==> src/rtl/simplez_defs.sv <==
// Shared constants and FSM encoding for the Simplez RAM arbiter.
package simplez_defs;
    localparam int AW_DEF = 9;
    localparam int DW_DEF = 12;

    localparam logic RW_READ  = 1'b1;
    localparam logic RW_WRITE = 1'b0;

    typedef enum logic [1:0] {
        IDLE   = 2'd0,
        ACCESS = 2'd1,
        RESP   = 2'd2
    } state_t;
endpackage

==> src/rtl/rr_pick2.sv <==
// Two-way round-robin tie-break. A lock lets port 1 keep winning ties while it was the last one served.
module rr_pick2 (
    input  logic [1:0] req,
    input  logic       last,
    input  logic       lock,
    output logic [1:0] win
);
    always_comb begin
        win = 2'b00;
        case (req)
            2'b01:   win = 2'b01;
            2'b10:   win = 2'b10;
            // last=1 means port 1 was served most recently
            2'b11:   win = (last && !lock) ? 2'b01 : 2'b10;
            default: win = 2'b00;
        endcase
    end
endmodule

==> src/rtl/simplez_mem_arbiter.sv <==
// Two-port arbiter for the single-port Simplez RAM; every access runs IDLE -> ACCESS -> RESP.
module simplez_mem_arbiter
    import simplez_defs::*;
#(
    parameter int AW = AW_DEF,
    parameter int DW = DW_DEF
) (
    input  logic          clk,
    input  logic          rstn,
    input  logic          r0_req,
    input  logic          r0_rw,
    input  logic [AW-1:0] r0_addr,
    input  logic [DW-1:0] r0_wdata,
    output logic          r0_ack,
    output logic [DW-1:0] r0_rdata,
    input  logic          r1_req,
    input  logic          r1_rw,
    input  logic [AW-1:0] r1_addr,
    input  logic [DW-1:0] r1_wdata,
    input  logic          r1_lock,
    output logic          r1_ack,
    output logic [DW-1:0] r1_rdata,
    output logic [AW-1:0] mem_addr,
    output logic          mem_rw,
    output logic [DW-1:0] mem_din,
    input  logic [DW-1:0] mem_dout,
    output logic [1:0]    gnt,
    output logic          busy
);
    state_t        state, state_nxt;
    logic [1:0]    win;
    logic [1:0]    gnt_q;
    logic          last_q;
    logic          lat_rw;
    logic [AW-1:0] lat_addr;
    logic [DW-1:0] lat_wdata;
    logic [DW-1:0] rd0_q, rd1_q;
    logic          rd_resp;

    rr_pick2 u_pick (
        .req  ({r1_req, r0_req}),
        .last (last_q),
        .lock (r1_lock),
        .win  (win)
    );

    always_comb begin
        state_nxt = state;
        case (state)
            IDLE:    if (|win) state_nxt = ACCESS;
            ACCESS:  state_nxt = RESP;
            RESP:    state_nxt = IDLE;
            default: state_nxt = IDLE;
        endcase
    end

    always_ff @(posedge clk or negedge rstn) begin
        if (!rstn) begin
            state     <= IDLE;
            gnt_q     <= 2'b00;
            last_q    <= 1'b1;
            lat_rw    <= RW_READ;
            lat_addr  <= '0;
            lat_wdata <= '0;
            rd0_q     <= '0;
            rd1_q     <= '0;
        end else begin
            state <= state_nxt;
            case (state)
                IDLE: if (|win) begin
                    gnt_q     <= win;
                    lat_rw    <= win[1] ? r1_rw    : r0_rw;
                    lat_addr  <= win[1] ? r1_addr  : r0_addr;
                    lat_wdata <= win[1] ? r1_wdata : r0_wdata;
                end
                RESP: begin
                    last_q <= gnt_q[1];
                    gnt_q  <= 2'b00;
                    if (lat_rw == RW_READ) begin
                        if (gnt_q[0]) rd0_q <= mem_dout;
                        if (gnt_q[1]) rd1_q <= mem_dout;
                    end
                end
                default: ;
            endcase
        end
    end

    // RAM read data arrives during RESP; pass it straight through for the ack cycle, then hold it.
    assign rd_resp  = (state == RESP) && (lat_rw == RW_READ);
    assign r0_ack   = (state == RESP) && gnt_q[0];
    assign r1_ack   = (state == RESP) && gnt_q[1];
    assign r0_rdata = (r0_ack && rd_resp) ? mem_dout : rd0_q;
    assign r1_rdata = (r1_ack && rd_resp) ? mem_dout : rd1_q;

    assign mem_addr = lat_addr;
    assign mem_din  = lat_wdata;
    assign mem_rw   = (state == ACCESS) ? lat_rw : RW_READ;
    assign gnt      = gnt_q;
    assign busy     = (state != IDLE);
endmodule
==> config.mk <==
export PLATFORM = sky130hd
export DESIGN_NAME = simplez_mem_arbiter
export DESIGN_NICKNAME = d
export VERILOG_FILES = /design/src/rtl/simplez_defs.sv /design/src/rtl/rr_pick2.sv /design/src/rtl/simplez_mem_arbiter.sv
export SDC_FILE = /design/constraint.sdc
export NUM_CORES = 1
export LEC_CHECK = 0
export CORE_UTILIZATION = 45
export CTS_BUF_LIST = sky130_fd_sc_hd__clkbuf_8
export DETAILED_ROUTE_END_ITERATION = 8
export PLACE_DENSITY = 0.81
export SETUP_SLACK_MARGIN = 0.05
export SLEW_MARGIN = 20
export SYNTH_ARGS = -nofsm -noshare
export SYNTH_HDL_FRONTEND = slang
export SYNTH_SLANG_ARGS = --single-unit
==> constraint.sdc <==
create_clock -name clk -period 2.75 [get_ports clk]
set_input_delay 0.55 -clock clk [delete_from_list [all_inputs] [get_ports clk]]
set_output_delay 0.55 -clock clk [all_outputs]
set_load 0.01 [all_outputs]
==> impl_metrics.py <==
metrics = {
    "grt": {
        "grt_pass1_wl_um": 12800,
        "grt_overflow": 0,
        "grt_antenna_before_repair": 0,
        "grt_pass1_vias": 2582,
        "grt_usage": 0.233,
        "grt_max_degree": 47,
    },
    "yosys": {
        "synth_top_area_cell": "dfrtp_1",
        "synth_async_sr_flop_share": 1.00,
        "yosysSeqAreaShare": 0.431,
        "synth_ff_type": "dfrtp_1",
        "synth_cell_types": 21,
        "synthAdderAreaFrac": 0,
        "yosysTopAreaCellShare": 0.414,
        "muxShareOfSynthArea": 0.186,
        "synth_seq_cells": 51,
        "synth_top_family_by_area": "compound AO/OA/AOI/OAI gates",
        "synthSimpleGateAreaFrac": 0.127,
        "synth_area_leaders": "dfrtp_1 41%, mux2_2 19%, o41ai_2 10%",
        "syn_nets": 319,
        "syn_area_per_cell_sq_um": 11.5,
        "synth_compound_area_frac": 0.206,
        "synth_xor_area_frac": 0,
        "yosys_warnings": 0,
        "synth_enable_flop_cells": 0,
        "synthCells": 258,
        "synthTopCellsByCount": "49 x dfrtp_1, 49 x mux2_2, 26 x o21ai_0",
        "synth_area_sq_um": 2960,
    },
    "power_and_ir_drop": {
        "power_mw": 4.00,
        "p_leak_nw": 1.78,
        "power_density_nw_per_um2": 942,
        "ir_worst_vdd_v": 0.000522,
    },
    "detailed_routing": {
        "ant_nets": 0,
        "wire_per_inst_um": 18.0,
        "dr.pass1.iters": 5,
        "routed_wl_um": 7940,
        "vias_per_cell": 5.95,
        "num_vias": 2617,
        "drc": 0,
        "drtIter0Drc": 86,
    },
    "clock_tree": {
        "htreeDepth": 2,
        "cts.sinks": 51,
        "clkTransAtPathRegs_ps": 100,
        "clockBufferDepth": 2,
        "cts_root_buf": "clkbuf_8",
        "cts_tree": "done",
        "cts_made_buffers": 5,
        "cts_hold_buf": 0,
        "clk_latency_ps": 310,
        "cts_setup_buffers": 0,
    },
    "floorplan": {
        "die_h_um": 83.2,
        "core-area_sq_um": 6350,
        "start_util": 0.467,
        "io_pins": 112,
        "die_w_um": 83.2,
        "fp.dieArea_sq_um": 6920,
        "rows": 29,
    },
    "worst_setup_path": {
        "crit_required_ps": 2200,
        "crit_slowest_cell": "clkdlybuf4s50_1",
        "worst-setup-path-type": "reg2out",
        "start_kind": "flop",
        "r2r_slack_ps": 780,
        "crit_path_max_fanout": 24,
        "cp-end-kind": "primary output",
        "path_cells": "nor2b_4 -> nand3_1 -> buf_12 -> mux2_2 -> clkdlybuf4s50_1",
        "arrival_ps": 2080,
        "cpPeakStageDelay_ps": 490,
    },
    "cells_and_area": {
        "diodes": 0,
        "fillers": 525,
        "drive_gt1_frac": 0.256,
        "area_delta_synth_final_pct": 43.4,
        "num-nets-final": 424,
        "final_cell_count_no_fill": 440,
    },
    "placement": {
        "dp_hpwl_um": 5430,
        "place_congestion": 0.853,
        "port_buffers": 111,
        "dp_cells": 433,
    },
    "timing": {
        "clock_skew_ps": 10.5,
        "min_period_over_period": 0.955,
        "max-slew-margin-rel": 0.436,
        "finalMaxSlewViolations": 0,
        "tns_ps": 0,
        "layout_min_cycle_time_ps": 2630,
        "tightestPinTransition_ps": 845,
        "final-hold-violation-count": 0,
        "rsz0062_at_grt": "false",
        "fmax_mhz": 381,
        "hold_ws_ps": 301,
        "setup_violations": 0,
    },
    "job": {
        "cap_violations": 0,
    },
    "run_status": {
        "outcome": "completed",
    },
    "hold_path": {
        "hold_class": "in2async",
    },
}
[final cells by class]
cell class / count / area, sq um / area share
multi-input cells: 178 / 1550 / 0.364
flip-flops and latches: 51 / 1280 / 0.301
repair buffers: 125 / 1230 / 0.289
well taps: 77 / 96.3 / 0.0227
clock buffers: 6 / 82.6 / 0.0194
clock inverters: 1 / 8.76 / 0.00206
inverters: 2 / 7.51 / 0.00177
[placed cells by master (no fill, tap or decap), drive strengths merged]
cell type	n
a211o	1
and2	2
and3b	22
buf	15
clkbuf	6
clkdlybuf4s50	110
dfrtp	49
dfstp	2
inv	3
mux2	49
nand2	1
nand2b	2
nand3	2
nor2	3
nor2b	2
nor3	22
o21ai	26
o22ai	22
o41ai	22
or2	2
[metal layers]
metal	vias to the layer above	part of all wire	track usage
li1	1206	-	-
met1	1323	0.43	0.295
met2	74	0.50	0.396
met3	14	0.046	0.0417
met4	0	0.024	0.0909
met5	-	0	0
[final timing paths]
| kind | from | end | cells after the start |
|---|---|---|---|
| max reg2reg | state[0]$_DFFE_PN0P_ | mem_din[1]$_DFFE_PN0P_ | 5 |
| min in group clk | rd0_q[6]$_DFFE_PN0P_ | rd0_q[6]$_DFFE_PN0P_ | 1 |
| min reg2reg | rd0_q[6]$_DFFE_PN0P_ | rd0_q[6]$_DFFE_PN0P_ | 1 |
| max | state[1]$_DFFE_PN0P_ | r0_rdata[10] | 5 |
| min | rstn | mem_din[9]$_DFFE_PN0P_ | 1 |
| max in group asynchronous | rstn | lat_rw$_DFFE_PN1P_ | 2 |
[kinds of logic after synthesis]
logic type             count (synthesis)
AOI/OAI and AO/OA                     71
buffers and inverters                 29
DFF                                   51
muxes                                 49
and+or+nand+nor                       58
[where the power goes]
part	internal, mW	switching (mW)	leakage (nW)
logic	1.31	0.900	1.12
registers	1.13	0.203	0.613
clock network	0.203	0.260	0.0477
total	2.64	1.36	1.78
[state kept, by name, summed over array words and instances (netlist names)]
name      flops
mem_addr      9
state         2
mem_din      12
rd0_q        12
gnt           2
last_q        1
rd1_q        12
lat_rw        1
[metrics by stage]
step,setup slack (ps),util,cell area (sq um)
floorplan,848,-,2960
global placement,401,0.653,4150
detailed placement,375,0.653,4150
CTS,88.6,0.669,4250
global route,46.4,0.669,4250
finish,124,0.669,4250
[critical path, delay by kind of cell, from the launching register on]
family        cells  cell delay, ps
mux               1             350
buf+inv           2             680
flops             1             430
simple gates      2             290
[repair_timing]
action                                  CTS  global route
endpoints found under the setup margin   23            20
gates resized for setup                   2             1
hold endpoints to repair                  0             0
Note: power is estimated with default switching activity, not from simulation.
